`src/rtl/trap_ctrl.sv`:
```
// ---------------------------------------------------------------------------
// trap_ctrl
//
// Trap sequencer for SYSCALL, external interrupts and ERET. On acceptance it
// flushes the pipeline, writes EPC / Cause / Status into CP0 over successive
// cycles, then redirects the PC. The pipeline is stalled for the whole
// sequence. ERET flushes, clears Status.EXL, then returns to EPC.
//
// Parameters:
//   HANDLER_VEC  word-aligned trap handler entry address
//   IRQ_W        number of external interrupt lines (<= 6)
//
// Optional feature macro:
//   TRAP_IRQ_SYNC_EN  when defined, irq_in passes through a two-flop
//                     synchronizer before masking (+2 cycles IRQ latency).
//
// Ports:
//   clk, rst        clock, asynchronous active-high reset
//   irq_in          level-sensitive interrupt requests
//   syscall_req     SYSCALL in EX this cycle
//   eret_req        ERET in EX this cycle
//   ex_valid        EX holds a valid instruction (gates interrupts)
//   ex_pc           PC[31:2] of the EX instruction
//   status_in       current CP0 Status (IE bit0, EXL bit1, IM bits 15:10)
//   epc_in          current CP0 EPC
//   cp0_we/waddr/wdata  CP0 register-file write port
//   flush           kill IF/ID/EX
//   stall           freeze PC and pipeline registers
//   redirect_valid  load redirect_pc into PC
//   redirect_pc     new PC[31:2]
// ---------------------------------------------------------------------------
module trap_ctrl #(
    parameter logic [31:0] HANDLER_VEC = 32'h0000_1000,
    parameter int          IRQ_W       = 6
) (
    input  logic             clk,
    input  logic             rst,
    input  logic [IRQ_W-1:0] irq_in,
    input  logic             syscall_req,
    input  logic             eret_req,
    input  logic             ex_valid,
    input  logic [29:0]      ex_pc,
    input  logic [31:0]      status_in,
    input  logic [31:0]      epc_in,
    output logic             cp0_we,
    output logic [4:0]       cp0_waddr,
    output logic [31:0]      cp0_wdata,
    output logic             flush,
    output logic             stall,
    output logic             redirect_valid,
    output logic [29:0]      redirect_pc
);

    localparam logic [4:0] REG_STATUS   = 5'd12;
    localparam logic [4:0] REG_CAUSE    = 5'd13;
    localparam logic [4:0] REG_EPC      = 5'd14;
    localparam logic [4:0] CODE_SYSCALL = 5'd8;
    localparam logic [4:0] CODE_INT     = 5'd0;

    typedef enum logic [3:0] {
        S_IDLE,
        S_FLUSH,
        S_W_EPC,
        S_W_CAUSE,
        S_W_STAT,
        S_REDIR,
        S_E_FLUSH,
        S_E_STAT,
        S_E_REDIR
    } state_t;

    state_t      state;
    state_t      state_nxt;

    logic [29:0] epc_r;
    logic [4:0]  code_r;
    logic [5:0]  ip_r;

    logic [IRQ_W-1:0] irq_v;
    logic [5:0]       irq_ext;
    logic             irq_take;
    logic             trap_accept;

    // EPC low bits are always zero for a word-aligned return address.
    logic unused_epc_lsb;
    assign unused_epc_lsb = ^epc_in[1:0];

`ifdef TRAP_IRQ_SYNC_EN
    logic [IRQ_W-1:0] irq_s1;
    logic [IRQ_W-1:0] irq_s2;

    always_ff @(posedge clk or posedge rst) begin
        if (rst) begin
            irq_s1 <= '0;
            irq_s2 <= '0;
        end else begin
            irq_s1 <= irq_in;
            irq_s2 <= irq_s1;
        end
    end

    assign irq_v = irq_s2;
`else
    assign irq_v = irq_in;
`endif

    // Zero-extend the raw vector to the 6-bit Cause.IP field.
    always_comb begin
        irq_ext            = '0;
        irq_ext[IRQ_W-1:0] = irq_v;
    end

    assign irq_take = ex_valid && status_in[0] && !status_in[1]
                      && (|(irq_v & status_in[10 +: IRQ_W]));

    // A trap is accepted in IDLE when syscall wins, or when an interrupt is
    // pending and neither syscall nor eret outranks it.
    assign trap_accept = (state == S_IDLE)
                         && (syscall_req || (!eret_req && irq_take));

    // ---------------- state register ----------------
    always_ff @(posedge clk or posedge rst) begin
        if (rst) begin
            state <= S_IDLE;
        end else begin
            // NOTE: sequential state uses non-blocking assignments so every
            // flop samples the pre-edge values regardless of block order.
            state <= state_nxt;
        end
    end

    // ---------------- next-state logic ----------------
    always_comb begin
        state_nxt = state;
        unique case (state)
            S_IDLE: begin
                if (syscall_req)   state_nxt = S_FLUSH;
                else if (eret_req) state_nxt = S_E_FLUSH;
                else if (irq_take) state_nxt = S_FLUSH;
            end
            S_FLUSH:   state_nxt = S_W_EPC;
            S_W_EPC:   state_nxt = S_W_CAUSE;
            S_W_CAUSE: state_nxt = S_W_STAT;
            S_W_STAT:  state_nxt = S_REDIR;
            S_REDIR:   state_nxt = S_IDLE;
            S_E_FLUSH: state_nxt = S_E_STAT;
            S_E_STAT:  state_nxt = S_E_REDIR;
            S_E_REDIR: state_nxt = S_IDLE;
            default:   state_nxt = S_IDLE;
        endcase
    end

    // ---------------- trap context capture ----------------
    always_ff @(posedge clk or posedge rst) begin
        if (rst) begin
            epc_r  <= '0;
            code_r <= '0;
            ip_r   <= '0;
        end else if (trap_accept) begin
            epc_r  <= ex_pc;
            code_r <= syscall_req ? CODE_SYSCALL : CODE_INT;
            ip_r   <= irq_ext;
        end
    end

    // ---------------- Moore outputs ----------------
    always_comb begin
        // NOTE: every output gets a default before the case so no path
        // leaves one unassigned, which would infer a latch.
        cp0_we         = 1'b0;
        cp0_waddr      = '0;
        cp0_wdata      = '0;
        flush          = 1'b0;
        stall          = (state != S_IDLE);
        redirect_valid = 1'b0;
        redirect_pc    = '0;
        unique case (state)
            S_FLUSH, S_E_FLUSH: flush = 1'b1;
            S_W_EPC: begin
                cp0_we    = 1'b1;
                cp0_waddr = REG_EPC;
                cp0_wdata = {epc_r, 2'b00};
            end
            S_W_CAUSE: begin
                cp0_we    = 1'b1;
                cp0_waddr = REG_CAUSE;
                cp0_wdata = {16'b0, ip_r, 3'b0, code_r, 2'b00};
            end
            S_W_STAT: begin
                // Enter exception level; Status is sampled live this cycle.
                cp0_we    = 1'b1;
                cp0_waddr = REG_STATUS;
                cp0_wdata = status_in | 32'h0000_0002;
            end
            S_E_STAT: begin
                cp0_we    = 1'b1;
                cp0_waddr = REG_STATUS;
                cp0_wdata = status_in & ~32'h0000_0002;
            end
            S_REDIR: begin
                redirect_valid = 1'b1;
                redirect_pc    = HANDLER_VEC[31:2];
            end
            S_E_REDIR: begin
                redirect_valid = 1'b1;
                redirect_pc    = epc_in[31:2];
            end
            default: ;
        endcase
    end

endmodule

```
`config.mk`:
```
export PLATFORM = sky130hd
export DESIGN_NAME = trap_ctrl
export DESIGN_NICKNAME = d
export VERILOG_FILES = /design/src/rtl/trap_ctrl.sv
export SDC_FILE = /design/constraint.sdc
export NUM_CORES = 1
export LEC_CHECK = 0
export ABC_AREA = 1
export BUFFER_PORTS_ARGS = -buffer_cell sky130_fd_sc_hd__buf_4
export CAP_MARGIN = 20
export CORE_AREA = 2 2 81 83
export CTS_CLUSTER_SIZE = 20
export DETAILED_ROUTE_END_ITERATION = 10
export DIE_AREA = 0 0 83 85
export GPL_TIMING_DRIVEN = 1
export PLACE_DENSITY = 0.8
export SLEW_MARGIN = 10
export SYNTH_ARGS = -nofsm -noshare
export SYNTH_HDL_FRONTEND = slang
export SYNTH_SLANG_ARGS = --single-unit
```
`constraint.sdc`:
```
create_clock -name clk -period 2 [get_ports clk]
set_clock_uncertainty 0.1 [all_clocks]
set_input_delay 0.1 -clock clk [delete_from_list [all_inputs] [get_ports clk]]
set_output_delay 0.1 -clock clk [all_outputs]
set_load 0.02 [all_outputs]
```
==> results of run 1 <==
-- cell usage after synthesis (all sizes together) --
cell | count | area share
clkinv | 1 | 0.0015
buf | 20 | 0.052
nand3b | 1 | 0.0029
nand2 | 162 | 0.24
nand4 | 1 | 0.0025
clkbuf | 4 | 0.0059
o21ai | 31 | 0.061
a21oi | 1 | 0.0034
inv | 39 | 0.057
nor3 | 2 | 0.010
nor2 | 39 | 0.062
dfrtp | 41 | 0.40
nand3 | 48 | 0.094
conb | 1 | 0.0015
-- final cells by class --
class / count / area, sq um
clock inverters: 1 / 30.03
flip-flops and latches: 41 / 1028
clock buffers: 7 / 86.33
well taps: 77 / 96.34
inverters: 40 / 150.1
repair buffers: 220 / 1788
multi-input cells: 286 / 1241
fillers: 532 / 1784
-- routing by layer --
metal	global-route usage	up-vias	routed length, um
met5	0	-	0
met4	0.05514	0	85
met3	0.05934	11	642
met2	0.4670	139	4618
met1	0.2814	1450	3177
li1	-	1609	-
-- power groups by stage --
stage	combinational (mW)	clock, mW	sequential, mW
5_1_grt	3.32	0.735	1.50
4_1_cts	3.02	0.694	1.44
3_3_place_gp	2.90	0	1.44
3_5_place_dp	2.95	0	1.45
6_report	3.03	0.680	1.45
2_1_floorplan	1.88	0	1.39
-- cells in the final DEF (no fill, tap or decap), types with 2 or more instances in the layout --
cell type      instances
inv_1                 34
nand3_1               48
nand2_1              159
inv_2                  4
nand2_2                3
o21ai_1               30
dfrtp_1               39
dlygate4sd3_1         38
nor2_4                 2
nor2_1                36
buf_12                 3
buf_4                178
dfrtp_2                2
clkbuf_8               6
clkinv_1               2
nor3_4                 2
-- critical path: cells and delay by family, from the launching register on --
family | cells | cell delay (ns)
flip-flops | 1 | 0.44
AND/OR/NAND/NOR | 4 | 0.42
buffers and inverters | 4 | 0.52
-- cells by family after synthesis --
kind of cell	synth area share
flops	0.4029
simple gates	0.4143
compound gates	0.06437
buf+inv	0.1169
other cells	0.001473
-- flip-flops by register name, summed over array words and instances (netlist names) --
register and flops:
epc_r 30, state 4, ip_r 6, code_r 1
-- metrics by stage --
step / setup slack (ns) / instances
floorplan: 0.4076 / 391
global placement: 0.3563 / 626
detailed placement: 0.3238 / 626
CTS: 0.04395 / 672
global route: 0.01374 / 672
finish: 0.1113 / 672
-- worst paths after layout --
kind,end,startpoint
max,cp0_wdata[11],state[1]
min,state[1],eret_req
max reg2reg,epc_r[9],state[0]
min reg2reg,epc_r[20],epc_r[20]
max in group asynchronous,state[1],rst
min in group asynchronous,epc_r[7],rst
-- timing repair --
| item | in CTS | in global routing |
|---|---|---|
| buffers inserted | 0 | 0 |
| endpoints found under the setup margin | 0 | 29 |
| resized for setup | 0 | 4 |
| endpoints found under the hold margin | 51 | 0 |
| hold buffers | 38 | 0 |
==> out/results.txt, run 1 <==
1st-iter DRT viols: 154
Syn avg cell area: 6.512 sq um
Sequence of cells on the critical path: inv_2, nor2_1, nand2_1, inv_2, buf_12, nand2_1, nand3_1, buf_4
Grt total ovfl: 0
Post-Syn Area: 0.002546 sq mm
Rel. slew slack: 0.6441
Clock Sinks: 41
Least-Margin Pin Slew: 0.5306 ns
Int Pwr: 2.847 mW
Ant. Diodes: 0
Core Util, Final: 0.7124
Total track usage: 0.2467
Final period util: 0.9444
Synthesized netlist cell count: 391
Final-report setup violation count: 0
Sw frac: 0.4478
Worst Hold Depth: 3
Num CTS Buffers: 5
Synth warn: 0
Die Y: 85 um
Vias in the first global route: 3,167
P per Cell Area: 1166 mW/mm^2
Critical Path AT: 1.69 ns
RePlAce Congestion: 0.8550
Number of nets in the layout: 699
Psw: 2.309 mW
RSZ-0062 raised after global routing: no
Tmin final: 1.889 ns
Drt drc: 0
Max_cap viols: 0
TritonRoute pass-1 iters: 4
Die W: 83 um
Layout area overhead: 73.61%
Fmax achieved: 529.5 MHz
Clk pwr share: 0.132
Data required time at the worst endpoint: 1.80 ns
Number of H-tree levels: 2
Leak Pwr: 2.606 nW
I/O Pins: 176
Fin. Hold Viols: 0
CP max FO: 29
Seq/Total Area, Yosys: 0.4029
Flops & latches, synth: 41
Final ANT Viol Nets: 0
Synth cell types: 22
CP endpoint kind: output port
Reg2Reg Depth: 6
Critical Path Source Type: flip-flop
Flop-to-flop setup slack: 0.33 ns
Die footprint: 0.007055 sq mm
Clock Path Buffers: 2
Pwr Total: 5.156 mW
Global-route wire length before repair: 14,460 um
Placed Area: 0.003913 sq mm
Clock transition at path regs: 0.08 ns
Post-DP HPWL: 5946 um
Status: completed
Setup_tns: 0 ns
Syn_nets: 496
Gate power share: 0.587
Finished Cell Area: 0.004420 sq mm
Root buf cell: clkbuf_8
Vias/cell: 4.775
Max incr delay on CP: 0.44 ns
Hold/Removal Path Class: input pin to flip-flop
Pins over their slew limit: 0
Maximum vdd drop: 0.7310 mV
Crit path kind: flip-flop to output port
Total Wirelength: 8522 um
Placeable Area: 0.006205 sq mm
Layout cells sized above 1: 0.3429
Cell row count: 29
Starting Density: 0.4104
Clock Latency Late Sink: 0.28 ns
DR vias: 3,209
Clock tree from TritonCTS: built
Antenna violations before repair: 0
Buffers on Ports: 172
Largest net degree at the start of global routing: 38
Worst hold slack: 0.04126 ns
Wire length per cell: 12.68 um
Seq pwr share: 0.281
CP max-delay cell: dfrtp_2
(Power assumes the default switching activity.)
==> run 2: changes to the inputs <==
--- a/config.mk
+++ b/config.mk
@@ -8,12 +8,12 @@
 export ABC_AREA = 1
 export BUFFER_PORTS_ARGS = -buffer_cell sky130_fd_sc_hd__buf_4
 export CAP_MARGIN = 20
-export CORE_AREA = 2 2 81 83
+export CORE_AREA = 2 2 79 81
 export CTS_CLUSTER_SIZE = 20
 export DETAILED_ROUTE_END_ITERATION = 10
-export DIE_AREA = 0 0 83 85
+export DIE_AREA = 0 0 81 83
 export GPL_TIMING_DRIVEN = 1
-export PLACE_DENSITY = 0.8
+export PLACE_DENSITY = 0.84
 export SLEW_MARGIN = 10
 export SYNTH_ARGS = -nofsm -noshare
 export SYNTH_HDL_FRONTEND = slang
==> constraint.sdc (replaced) <==
create_clock -name clk -period 2.3 [get_ports clk]
set_clock_uncertainty 0.1 [all_clocks]
set_input_delay 0.115 -clock clk [delete_from_list [all_inputs] [get_ports clk]]
set_output_delay 0.115 -clock clk [all_outputs]
set_load 0.02 [all_outputs]
==> run 2 against run 1 <==
Against the previous run:
- via count grew 2.6%
- cell area is 1.7% lower
- routed wire length rose by 7.5%
- worst hold slack better by 0.011 ns
- die area shrank 4.7%
- clock-buffer cell count is 2 lower
- clock power down 31%
- first-iteration DRC count grew 32%
- critical path depth shrank 1
- power decreased by 16%
- critical endpoint unchanged
- highest routed layer unchanged
==> out/results.txt, run 2 (synthesized netlist as in run 1, its figures left out) <==
Die W: 81 um (-2.4%)
Setup_tns: 0 ns (unchanged)
Critical Path Source Type: flip-flop
Drt drc: 0 (unchanged)
Least-Margin Pin Slew: 0.7869 ns (+0.2563 ns)
Vias/cell: 4.922 (+3.1%)
CP max FO: 31 (+6.9%)
TritonRoute pass-1 iters: 4 (unchanged)
CP endpoint kind: output port
Top Registers: epc_r (30), ip_r (6), state (4)
Finished Cell Area: 0.004345 sq mm (-1.7%)
Biggest register: epc_r
Global-route wire length before repair: 13,980 um (-3.3%)
Most frequent cells in the layout: 180 x buf_4, 159 x nand2_1, 48 x nand3_1, 41 x dfrtp_1, 38 x dlygate4sd3_1
Top layer reached by signal wires: met4
I/O Pins: 176 (unchanged)
Clock tree from TritonCTS: built
Num CTS Buffers: 5 (unchanged)
Fin cells: 669 (-0.45%)
Maximum vdd drop: 0.6871 mV (-6.0%)
Die footprint: 0.006723 sq mm (-4.7%)
Max_cap viols: 0 (unchanged)
Fmax achieved: 459.8 MHz
Crit path kind: flip-flop to output port
Met3 WL: 810 um (+26%)
Met2 WL: 4930 um (+6.8%)
Post-DP HPWL: 5932 um (-0.24%)
Worst hold slack: 0.05227 ns (+0.01101 ns)
Final ANT Viol Nets: 0 (unchanged)
Number of H-tree levels: 2 (unchanged)
Pins over their slew limit: 0 (unchanged)
Die Y: 83 um (-2.4%)
Data required time at the worst endpoint: 2.09 ns (+0.29 ns)
Placed cells: 622 (-0.64%)
Final-report setup violation count: 0 (unchanged)
DR vias: 3,293 (+2.6%)
RSZ-0062 raised after global routing: no
Total Wirelength: 9165 um (+7.5%)
Critical Path AT: 1.96 ns (+0.27 ns)
1st-iter DRT viols: 204 (+32%)
Tmin final: 2.175 ns
Starting Density: 0.4378 (+0.02746)
RePlAce Congestion: 0.8432 (-1.4%)
Layout cells sized above 1: 0.3401 (-0.002790)
Antenna violations before repair: 0 (unchanged)
Pre-CTS WS: 0.4627 ns (+0.1390 ns)
Ant. Diodes: 0 (unchanged)
Leak Pwr: 2.578 nW (-1.1%)
Final period util: 0.9455
Status: completed
Pwr Total: 4.326 mW (-16%)
Clock Sinks: 41 (unchanged)
Rel. slew slack: 0.4722 (-0.1719)
Total track usage: 0.2628 (+0.01608)
Clock Latency Late Sink: 0.29 ns (about the same)
P per Cell Area: 995.6 mW/mm^2 (-15%)
Clock Path Buffers: 2 (unchanged)
Number of nets in the layout: 698 (-0.14%)
Clock transition at path regs: 0.08 ns (about the same)
Wire length per cell: 13.70 um (+8.0%)
Hold/Removal Path Class: input pin to flip-flop
Vias in the first global route: 3,029 (-4.4%)
Most common cell after layout, fill and taps aside: buf_4
Largest net degree at the start of global routing: 38 (unchanged)
Worst Setup Slack, final: 0.1254 ns (+0.01409 ns)
Grt total ovfl: 0 (unchanged)
Fillers: 445 (-16%)
Core Util, Final: 0.7472 (+0.03476)
Cell row count: 28 (-3.4%)
M1 wire length: 3154 um (-0.72%)
Layout area overhead: 70.66%
Placeable Area: 0.005816 sq mm (-6.3%)
Buffers on Ports: 172 (unchanged)
Max reg flops: 30 (unchanged)
Placed Area: 0.003870 sq mm (-1.1%)
Root buf cell: clkbuf_8
Fin. Hold Viols: 0 (unchanged)
[run 2: cell types whose count changed in the layout (fill, tap and decap cells not counted), sizes merged]
cell / change
buf: -1
bufinv: -1
clkbuf: -2
clkinv: +3
clkinvlp: +1
inv: -1
[run 2: what timing repair did]
action                     4_1_cts  5_1_grt
buffers inserted                 0        1
resized for setup                0        1
hold buffers                    38        0
setup endpoints to repair        0       22
hold endpoints to repair        56        0
[run 2: where the power goes]
group | switching [mW] | internal [mW]
combinational | 1.58 | 1.02
clock | 0.259 | 0.210
sequential | 0.209 | 1.05
total | 2.05 | 2.28
[run 2: layout make-up]
class	count	area [sq um]	area share
tap	75	93.84	0.02160
sequential	41	1026	0.2361
clock inverter	3	17.52	0.004031
multi-input combinational	286	1236	0.2845
clock buffer	5	68.82	0.01584
timing repair buffer	219	1752	0.4031
inverter	40	151.4	0.03484
[run 2: worst paths after layout]
| kind | slack, ns | end | cells after the start | start |
|---|---|---|---|---|
| worst max-delay path | 0.13 | cp0_wdata[11] | 7 | state[1] |
| worst min-delay path | 0.05 | state[1] | 3 | eret_req |
| worst max register to register | 0.44 | epc_r[24] | 6 | state[0] |
| worst min register to register | 0.38 | epc_r[10] | 2 | epc_r[10] |
| max in group asynchronous | 1.19 | epc_r[0] | 4 | rst |
| min in group asynchronous | 0.34 | epc_r[23] | 3 | rst |
[run 2: critical path: stages, from the launching register on]
cell and delay, ns:
dfrtp_1 0.47, inv_2 0.13, nor2_1 0.06, nand2_1 0.13
clkinv_2 0.41, nand2_1 0.18, nand3_1 0.11, buf_4 0.17
[run 2: metal layers]
metal | vias up | track usage
met2 | 156 | 0.4771
met5 | - | 0
met3 | 27 | 0.05326
met1 | 1502 | 0.2981
met4 | 0 | 0.09091
li1 | 1608 | -
